==> config.mk <==
export PLATFORM = sky130hd
export DESIGN_NAME = seq_signed_divider
export DESIGN_NICKNAME = d
export VERILOG_FILES = /design/src/rtl/div_pkg.sv /design/src/rtl/div_step.sv /design/src/rtl/seq_signed_divider.sv
export SDC_FILE = /design/constraint.sdc
export NUM_CORES = 1
export LEC_CHECK = 0
export ABC_AREA = 1
export BUFFER_PORTS_ARGS = -buffer_cell sky130_fd_sc_hd__buf_2
export CORE_MARGIN = 5
export CORE_UTILIZATION = 43
export CTS_BUF_LIST = sky130_fd_sc_hd__clkbuf_4 sky130_fd_sc_hd__clkbuf_8
export DETAILED_ROUTE_END_ITERATION = 7
export HOLD_SLACK_MARGIN = 0.05
export PLACE_DENSITY_LB_ADDON = 0.15
export RECOVER_POWER = 25
export SYNTH_ARGS = -nofsm -noshare
export SYNTH_HDL_FRONTEND = slang
export SYNTH_HIERARCHICAL = 1
export SYNTH_SLANG_ARGS = --single-unit
==> constraint.sdc <==
create_clock -name clk -period 2.8 [get_ports clk]
set_clock_uncertainty 0.1 [all_clocks]
set_input_delay 0.42 -clock clk [delete_from_list [all_inputs] [get_ports clk]]
set_output_delay 0.42 -clock clk [all_outputs]
set_load 0.01 [all_outputs]
==> src/rtl/div_pkg.sv <==
// Shared constants and state type for the sequential signed divider.
package div_pkg;

    localparam int DIV_WIDTH = 8;
    localparam int DIV_CNT_W = $clog2(DIV_WIDTH + 1);

    typedef enum logic [1:0] {
        S_IDLE = 2'd0,
        S_RUN  = 2'd1,
        S_FIX  = 2'd2,
        S_DONE = 2'd3
    } div_state_e;

    // Counter width for an arbitrary operand width (holds WIDTH down to 0).
    function automatic int div_cnt_w(input int width);
        return $clog2(width + 1);
    endfunction

endpackage

==> src/rtl/div_step.sv <==
// One restoring-division iteration: shift in the next dividend bit, trial-subtract.
module div_step
    import div_pkg::*;
#(
    parameter int WIDTH = DIV_WIDTH
) (
    input  logic [WIDTH:0]   prem,
    input  logic             bit_in,
    input  logic [WIDTH-1:0] dvs_mag,
    output logic [WIDTH:0]   prem_next,
    output logic             qbit
);

    logic [WIDTH+1:0] shifted;
    logic [WIDTH+1:0] diff;

    always_comb begin
        shifted   = {prem, bit_in};
        diff      = shifted - {2'b00, dvs_mag};
        qbit      = ~diff[WIDTH+1];
        prem_next = qbit ? diff[WIDTH:0] : shifted[WIDTH:0];
    end

endmodule

==> src/rtl/seq_signed_divider.sv <==
// Sequential signed divider: 2*WIDTH / WIDTH restoring division, one quotient bit per clock.
// Optional simulation checker enabled with `define DIV_SELFCHECK_EN.
//
// state | meaning
// IDLE  | waiting for start
// RUN   | one restoring iteration per cycle, WIDTH cycles
// FIX   | apply signs, late overflow check, register results
// DONE  | one-cycle done pulse; a start here is accepted
module seq_signed_divider
    import div_pkg::*;
#(
    parameter int WIDTH = DIV_WIDTH
) (
    input  logic               clk,
    input  logic               rst,
    input  logic               start,
    input  logic [2*WIDTH-1:0] dividend,
    input  logic [WIDTH-1:0]   divisor,
    output logic               busy,
    output logic               done,
    output logic [WIDTH-1:0]   quotient,
    output logic [WIDTH-1:0]   remainder,
    output logic               div_by_zero,
    output logic               overflow
);

    localparam int CW = div_cnt_w(WIDTH);
    localparam logic [WIDTH-1:0] Q_MAX_POS = {1'b0, {(WIDTH-1){1'b1}}};
    localparam logic [WIDTH-1:0] Q_MAX_NEG = {1'b1, {(WIDTH-1){1'b0}}};

    div_state_e state, state_nx;

    logic [CW-1:0]      cnt;
    logic [WIDTH:0]     pr;
    logic [WIDTH-1:0]   lo;
    logic [WIDTH-1:0]   dvs_mag;
    logic [WIDTH-1:0]   dvd_lo;
    logic               sign_q;
    logic               sign_r;

    logic [2*WIDTH-1:0] dvd_mag_in;
    logic [WIDTH-1:0]   dvs_mag_in;
    logic               dvs_zero;
    logic               early_ovf;
    logic               late_ovf;
    logic               accept;
    logic [WIDTH:0]     pr_next;
    logic               qbit;

    always_comb begin
        dvd_mag_in = dividend[2*WIDTH-1] ? -dividend : dividend;
        dvs_mag_in = divisor[WIDTH-1] ? -divisor : divisor;
        dvs_zero   = (divisor == '0);
        early_ovf  = (dvd_mag_in[2*WIDTH-1:WIDTH] >= dvs_mag_in);
        late_ovf   = sign_q ? (lo > Q_MAX_NEG) : (lo > Q_MAX_POS);
    end

    div_step #(.WIDTH(WIDTH)) u_step (
        .prem      (pr),
        .bit_in    (lo[WIDTH-1]),
        .dvs_mag   (dvs_mag),
        .prem_next (pr_next),
        .qbit      (qbit)
    );

    always_ff @(posedge clk) begin
        if (rst) state <= S_IDLE;
        else     state <= state_nx;
    end

    always_comb begin
        state_nx = state;
        busy     = 1'b0;
        done     = 1'b0;
        accept   = 1'b0;
        case (state)
            S_IDLE: begin
                if (start) begin
                    accept   = 1'b1;
                    state_nx = (dvs_zero || early_ovf) ? S_FIX : S_RUN;
                end
            end
            S_RUN: begin
                busy = 1'b1;
                if (cnt == CW'(1)) state_nx = S_FIX;
            end
            S_FIX: begin
                busy     = 1'b1;
                state_nx = S_DONE;
            end
            S_DONE: begin
                done = 1'b1;
                if (start) begin
                    accept   = 1'b1;
                    state_nx = (dvs_zero || early_ovf) ? S_FIX : S_RUN;
                end else begin
                    state_nx = S_IDLE;
                end
            end
            default: state_nx = S_IDLE;
        endcase
    end

    always_ff @(posedge clk) begin
        if (rst) begin
            cnt         <= '0;
            pr          <= '0;
            lo          <= '0;
            dvs_mag     <= '0;
            dvd_lo      <= '0;
            sign_q      <= 1'b0;
            sign_r      <= 1'b0;
            quotient    <= '0;
            remainder   <= '0;
            div_by_zero <= 1'b0;
            overflow    <= 1'b0;
        end else if (accept) begin
            pr          <= {1'b0, dvd_mag_in[2*WIDTH-1:WIDTH]};
            lo          <= dvd_mag_in[WIDTH-1:0];
            dvs_mag     <= dvs_mag_in;
            dvd_lo      <= dividend[WIDTH-1:0];
            sign_q      <= dividend[2*WIDTH-1] ^ divisor[WIDTH-1];
            sign_r      <= dividend[2*WIDTH-1];
            cnt         <= CW'(WIDTH);
            div_by_zero <= dvs_zero;
            overflow    <= !dvs_zero && early_ovf;
        end else if (state == S_RUN) begin
            pr  <= pr_next;
            lo  <= {lo[WIDTH-2:0], qbit};
            cnt <= cnt - CW'(1);
        end else if (state == S_FIX) begin
            if (div_by_zero) begin
                quotient  <= '0;
                remainder <= dvd_lo;
            end else if (overflow || late_ovf) begin
                quotient  <= '0;
                remainder <= '0;
                overflow  <= 1'b1;
            end else begin
                // Remainder magnitude is below |divisor| <= 2^(WIDTH-1), so it fits WIDTH bits.
                quotient  <= sign_q ? -lo : lo;
                remainder <= sign_r ? -pr[WIDTH-1:0] : pr[WIDTH-1:0];
            end
        end
    end

`ifdef DIV_SELFCHECK_EN
    logic [2*WIDTH-1:0] chk_dvd;
    logic [WIDTH-1:0]   chk_dvs;
    longint             chk_q, chk_r, chk_d, chk_n;

    always_ff @(posedge clk) begin
        if (accept) begin
            chk_dvd <= dividend;
            chk_dvs <= divisor;
        end
    end

    always @(posedge clk) begin
        if (!rst && done) begin
            if (busy) $error("done and busy high together");
            if (!div_by_zero && !overflow) begin
                chk_q = longint'($signed(quotient));
                chk_r = longint'($signed(remainder));
                chk_d = longint'($signed(chk_dvs));
                chk_n = longint'($signed(chk_dvd));
                if ((chk_q * chk_d + chk_r != chk_n) ||
                    ((chk_r < 0 ? -chk_r : chk_r) >= (chk_d < 0 ? -chk_d : chk_d)))
                    $error("divider result inconsistent: %0d / %0d -> q=%0d r=%0d",
                           chk_n, chk_d, chk_q, chk_r);
            end
        end
    end
`endif

endmodule

==> results of run 1 <==
==> registers in the layout, summed over array words and instances (netlist names) <==
name / count
cnt: 4
dvd_lo: 8
lo: 8
pr: 9
overflow: 1
quotient: 8
sign_r: 1
sign_q: 1
remainder: 8
div_by_zero: 1
state: 2
dvs_mag: 8
==> power by group through the flow <==
| stage | combinational (W) | sequential, W | clock [W] |
|---|---|---|---|
| final | 0.00309 | 0.00126 | 0.000893 |
| after CTS | 0.00310 | 0.00126 | 0.000908 |
| after global placement | 0.00303 | 0.00127 | 0 |
| after floorplan | 0.00237 | 0.00125 | 0 |
| after global routing | 0.00353 | 0.00129 | 0.000940 |
| after detailed placement | 0.00308 | 0.00128 | 0 |
==> kinds of logic (layout without fill, tap and decap cells) <==
group | Yosys count | in the layout
AND/OR/NAND/NOR | 309 | 309
adder cells (fa/ha/maj) | 28 | 28
AO/OA/AOI/OAI | 115 | 115
XOR/XNOR | 23 | 23
buffers and inverters | 129 | 179
flip-flops | 59 | 59
==> synthesized netlist by cell type (2+ instances only) <==
library cell,instances
ha_1,27
a21oi_1,44
nand3_2,4
o21ai_0,44
nor2_1,46
nand2_1,163
nand2_2,5
nand3b_1,2
or2_2,3
nor4_1,2
o211ai_1,4
xor2_1,15
buf_4,2
dfxtp_1,59
a211oi_1,5
nor3_2,2
nand3_1,53
inv_2,11
buf_2,11
o221ai_1,3
xnor2_1,7
nor2_2,4
clkbuf_1,7
nand2_4,2
nor3_1,11
nand4_2,2
o21ai_1,3
nand4_1,8
a221oi_1,2
a22oi_1,3
inv_1,96
==> cell usage in the layout, fill, tap and decap left out, drive strengths merged, types with 14 or more instances in the layout <==
cell type,instances
xor2,16
o21ai,48
clkbuf,28
ha,27
nor2,51
a21oi,45
inv,108
nand2,170
buf,36
dfxtp,59
nand3,57
nor3,14
==> routing by layer <==
layer,global-route usage (%),wire length [um],up-vias,share of wire [%]
met2,32.7,5380,116,45
li1,-,-,2226,-
met3,3.26,690,14,5.7
met4,7.75,225,0,1.9
met5,0,0,-,0
met1,29.9,5710,1946,48
==> worst max-delay path by stage <==
stage | startpoint | end | slack (ns) | cells after the start
4_1_cts | dividend[1] | state[1]$_SDFFE_PP0P_ | 0.43 | 19
6_report | dividend[1] | state[1]$_SDFFE_PP0P_ | 0.41 | 19
3_5_place_dp | dividend[1] | state[1]$_SDFFE_PP0P_ | 0.07 | 19
5_1_grt | dividend[1] | state[1]$_SDFFE_PP0P_ | 0.09 | 19
3_3_place_gp | dividend[1] | state[1]$_SDFFE_PP0P_ | 0.13 | 19
2_1_floorplan | dividend[1] | state[1]$_SDFFE_PP0P_ | 0.39 | 18
==> worst max-delay path, cell delays in order <==
cell and delay [ns]:
buf_2 0.11, inv_1 0.08, ha_1 0.21, nand3_2 0.13
nor3_4 0.17, nand2_2 0.11, o211ai_1 0.23, nand2_1 0.09
ha_1 0.28, nand2_1 0.08, nor2_1 0.05, nor2_1 0.08
nand2_1 0.06, nand2_1 0.10, nand3_1 0.10, nand2_1 0.07
nand2_1 0.04, nand2_1 0.06, a21oi_1 0.05
==> through the flow <==
stage               total power [W]  hold slack, ns  utilization [%]  std cells
floorplan                   0.00362           0.340                -        663
global placement            0.00430           0.353             47.7        830
detailed placement          0.00436           0.356             47.7        830
CTS                         0.00526           0.298             50.0        846
global route                0.00576           0.323             49.8        846
finish                      0.00524           0.309             49.8        846
==> cell type report <==
cell class	instances	area, um^2
clock buffer	9	124
multi-input combinational	475	2620
fill	1050	4910
clock inverter	7	100
timing repair buffer	55	274
inverter	108	405
tap	133	166
sequential	59	1180
==> impl_metrics.py, run 1 <==
metrics = {
    "status": {
        "status": "completed",
    },
    "detailed_routing": {
        "vias": 4302,
        "routedWlPerCell_um": 14.2,
        "antenna_left": 0,
        "drtPass1Iterations": 5,
        "wl_um": 12000,
        "drc": 0,
        "first_iter_violations": 282,
        "via_per_inst": 5.09,
    },
    "floorplan": {
        "start_util_pct": 44.0,
        "placementRows": 36,
        "die-area_um2": 12100,
        "dieWidth_um": 110,
        "top_level_ports": 47,
        "core_um2": 9770,
        "die_y_um": 110,
    },
    "timing": {
        "slew_headroom_pct": 65.5,
        "final.period_utilization_pct": 85.4,
        "worstMarginPinSlew_ns": 0.517,
        "hold_violations": 0,
        "max_freq_mhz": 418,
        "finalSetupTns_ns": 0,
        "slew_viol_final": 0,
        "fin_ws_ns": 0.408,
        "period_needed_ns": 2.39,
        "rsz0062_at_grt": "no",
        "finalSetupViolCount": 0,
    },
    "pwr": {
        "swShare_pct": 49.1,
        "static-leakage-power_nw": 2.37,
        "comb_power_share_pct": 58.9,
        "power.share.clock_pct": 17.0,
        "p_switching_w": 0.00257,
        "p_int_w": 0.00267,
        "p_per_area_nw_per_um2": 1080,
        "peakVddDrop_mv": 0.454,
        "seqPwrFrac_pct": 24.0,
    },
    "global_route": {
        "antenna_found_initial": 0,
        "grt_pass1_vias": 4124,
        "grt_usage_pct": 21.2,
        "grt_max_degree": 30,
        "overflow": 0,
        "grt_pass1_wl_um": 20000,
    },
    "hold_path": {
        "hold_class": "in -> reg",
        "worstHoldStart": "dividend[1]",
        "whs_endpoint": "dvd_lo[1]$_SDFFE_PP0P_",
        "hold_depth": 3,
    },
    "synthesis": {
        "syn_area_per_cell_um2": 6.49,
        "synth_ff_type": "dfxtp_1",
        "yosysSeqAreaShare_pct": 27.4,
        "yosys.area_share.simple_pct": 32.4,
        "yosysTopAreaCell": "dfxtp_1",
        "post_synth_mux_area_share_pct": 0,
        "synthArstFlopShare_pct": 0,
        "synth_top_area_share_pct": 27.4,
        "synthAdderAreaFrac_pct": 8.32,
        "synth-xor-area-share_pct": 4.86,
        "synth_nets": 718,
        "yosysWarnings": 6,
        "netlist-cell-type-count": 44,
        "synth_edf_count": 0,
        "netlist_area_um2": 4300,
        "synth_area_leaders": "dfxtp_1, nand2_1, inv_1",
        "syn-instance-count": 663,
        "ys_seq_elements": 59,
        "synth-compound-area-share_pct": 15.3,
        "synth_top_family_by_area": "simple AND/OR/NAND/NOR gates",
    },
    "placement": {
        "place.gp.congestion": 0.904,
        "portBuffers": 46,
        "dpl_worst_slack_ns": 0.0736,
        "dpl-instance-area_um2": 4670,
        "hpwl_um": 9330,
    },
    "clock_tree": {
        "cts.path.max_buffers": 2,
        "cts_resized": 0,
        "cts_setup_buffers": 0,
        "tritoncts": "built",
        "htreeDepth": 3,
        "hold_buffers": 0,
        "path_clk_slew_ns": 0.07,
        "cts_root_buf": "clkbuf_8",
        "clock_latency_ns": 0.35,
        "clkSinkCount": 59,
        "cts_buffers": 9,
    },
    "worst_setup_path": {
        "endpoint_kind": "flop",
        "crit_type": "in -> reg",
        "critPathArrivalTime_ns": 2.53,
        "cp-start-kind": "input pin",
        "r2r_cells": 14,
        "timing.rr.start": "dvs_mag[3]$_SDFFE_PP0P_",
        "reg2reg_to": "pr[1]$_SDFFE_PP0P_",
        "ff2ff_setup_slack_ns": 0.52,
        "required_ns": 2.93,
        "cp_max_fo": 3,
    },
    "flow_run": {
        "max_cap_violations": 0,
    },
    "finish": {
        "diodes": 0,
        "stdcell_area_um2": 4870,
        "drive_above_1_share_pct": 12.6,
        "syn_to_final_growth_pct": 13.1,
        "final_nets": 763,
    },
}
(Power assumes the default switching activity.)
==> run 2, diff against run 1 <==
--- a/config.mk
+++ b/config.mk
@@ -16,5 +16,4 @@
 export RECOVER_POWER = 25
 export SYNTH_ARGS = -nofsm -noshare
 export SYNTH_HDL_FRONTEND = slang
-export SYNTH_HIERARCHICAL = 1
 export SYNTH_SLANG_ARGS = --single-unit
==> impl_metrics.py, run 2 <==
metrics = {
    "status": {
        "status": "completed",
    },
    "timing": {
        "slew_viol_final": 0,
        "slew_headroom_pct": 59.8,
        "rsz0062_at_grt": "no",
        "period_needed_ns": 2.47,
        "max_freq_mhz": 405,
        "finalSetupViolCount": 0,
        "hold_violations": 0,
        "finalSetupTns_ns": 0,
        "worstMarginPinSlew_ns": 0.602,
        "final.period_utilization_pct": 88.2,
    },
    "synthesis": {
        "yosysTopAreaCell": "dfxtp_1",
        "yosysWarnings": 0,
        "synth_nets": 684,
        "synth-compound-area-share_pct": 14.5,
        "ys_seq_elements": 59,
        "syn_area_per_cell_um2": 6.59,
        "synthAdderAreaFrac_pct": 8.63,
        "synth_top_family_by_area": "simple AND/OR/NAND/NOR gates",
        "synth_area_leaders": "dfxtp_1, nand2_1, ha_1",
        "ys_top_cells_by_count": "nand2_1, inv_1, nor2_1",
        "yosysSeqAreaShare_pct": 28.5,
        "post_synth_mux_area_share_pct": 0,
        "synth_ff_type": "dfxtp_1",
        "synth-xor-area-share_pct": 5.07,
        "synthArstFlopShare_pct": 0,
        "yosys.area_share.simple_pct": 33.9,
        "synth_most_common_cell": "nand2_1",
        "syn-instance-count": 629,
        "synth_edf_count": 0,
        "synth_top_area_share_pct": 28.5,
        "netlist-cell-type-count": 44,
        "netlist_area_um2": 4150,
    },
    "clock_tree": {
        "clock_latency_ns": 0.34,
        "cts_resized": 0,
        "cts_setup_buffers": 0,
        "cts_buffers": 9,
        "cts.path.max_buffers": 2,
        "tritoncts": "built",
        "clkSinkCount": 59,
        "path_clk_slew_ns": 0.07,
        "htreeDepth": 3,
        "cts_root_buf": "clkbuf_8",
        "hold_buffers": 0,
    },
    "worst_setup_path": {
        "cp_max_fo": 4,
        "r2r_cells": 8,
        "required_ns": 2.90,
        "crit_type": "in -> reg",
        "critPathArrivalTime_ns": 2.57,
        "endpoint_kind": "flop",
        "cp-start-kind": "input pin",
    },
    "placement": {
        "place.gp.congestion": 0.890,
        "dp.cells": 797,
        "hpwl_um": 9080,
        "dpl-instance-area_um2": 4540,
        "portBuffers": 46,
    },
    "detailed_routing": {
        "routedWlPerCell_um": 14.3,
        "drtPass1Iterations": 5,
        "first_iter_violations": 286,
        "drc": 0,
        "antenna_left": 0,
        "vias": 4170,
        "wl_um": 11600,
        "via_per_inst": 5.13,
    },
    "global_route": {
        "overflow": 0,
        "grt_pass1_vias": 3933,
        "grt_max_degree": 33,
        "grt_usage_pct": 20.6,
        "antenna_found_initial": 0,
        "grt_pass1_wl_um": 19000,
    },
    "floorplan": {
        "die-area_um2": 11700,
        "start_util_pct": 44.5,
        "top_level_ports": 47,
        "core_um2": 9330,
        "placementRows": 35,
        "dieWidth_um": 108,
        "die_y_um": 108,
    },
    "finish": {
        "instances_no_fill": 813,
        "stdcell_area_um2": 4740,
        "drive_above_1_share_pct": 13.3,
        "layout.cells.most_common_list": "nand2_1, inv_1, nor2_1",
        "final_common_cell": "nand2_1",
        "seq_area_um2": 1180,
        "multi_input_comb_area_um2": 2580,
        "n_fill_cell": 998,
        "final_nets": 734,
        "diodes": 0,
        "top_register": "pr",
        "final_util_pct": 50.8,
        "syn_to_final_growth_pct": 14.3,
        "largest_register_ffs": 9,
    },
    "hold_path": {
        "hold_depth": 3,
        "hold_class": "in -> reg",
    },
    "pwr": {
        "static-leakage-power_nw": 2.23,
        "finalPower_w": 0.00497,
        "p_per_area_nw_per_um2": 1050,
        "peakVddDrop_mv": 0.436,
    },
    "flow_run": {
        "max_cap_violations": 0,
    },
}
## run 2: cell type report
class                      instances  share of cell area [%]
multi-input combinational        469                    54.4
clock buffer                       9                    2.61
sequential                        59                    24.9
clock inverter                     7                    2.11
tap                              129                    3.41
timing repair buffer              55                    5.81
inverter                          85                    6.73
## run 2: power breakdown
part	leakage (nW)	total (W)	switching, W	internal (W)
sequential	0.483	0.00124	0.000189	0.00105
combinational	1.64	0.00285	0.00184	0.00101
clock	0.114	0.000875	0.000368	0.000507
## run 2: final timing paths
| kind | from | end | slack (ns) |
|---|---|---|---|
| worst max-delay path | dividend[1] | state[1]$_SDFFE_PP0P_ | 0.33 |
| worst min-delay path | dividend[4] | dvd_lo[4]$_SDFFE_PP0P_ | 0.29 |
| worst max register to register | state[0]$_SDFFE_PP0P_ | pr[8]$_SDFFE_PP0P_ | 0.40 |
| worst min register to register | dvd_lo[0]$_SDFFE_PP0P_ | dvd_lo[0]$_SDFFE_PP0P_ | 0.37 |
## run 2: worst max-delay path: stages
cell     delay [ns]
buf_2          0.10
inv_1          0.12
ha_1           0.19
nand3_1        0.15
nor2_1         0.20
nand2_1        0.07
nand2_1        0.11
xor2_1         0.20
inv_1          0.06
ha_1           0.27
nand2_1        0.06
nand3_1        0.07
nand2_1        0.06
nand2_1        0.05
nand2_1        0.08
nand3_1        0.09
inv_1          0.08
nand2_1        0.05
nand3_1        0.08
a21oi_1        0.06
## run 2: kinds of logic (layout without fill, tap and decap cells)
family	count (synthesis)	in the layout
and+or+nand+nor	311	311
buffers and inverters	101	156
xor gates and xnor gates	24	24
DFF	59	59
adders and majority gates	28	28
AOI/OAI and AO/OA	106	106
## run 2: metrics by stage
stage,hold WS [ns],worst slack [ns]
after floorplan,0.341,0.419
after global placement,0.352,0.0570
after detailed placement,0.355,-0.0218
after CTS,0.275,0.338
after global routing,0.307,0.114
final,0.291,0.329
## run 2: routing by layer
layer | GRT usage [%] | part of all wire (%) | vias to the layer above
met2 | 32.4 | 44 | 126
met5 | 0 | 0 | -
met4 | 5.41 | 1.3 | 0
met3 | 3.94 | 5.9 | 12
met1 | 28.9 | 49 | 1881
li1 | - | - | 2151
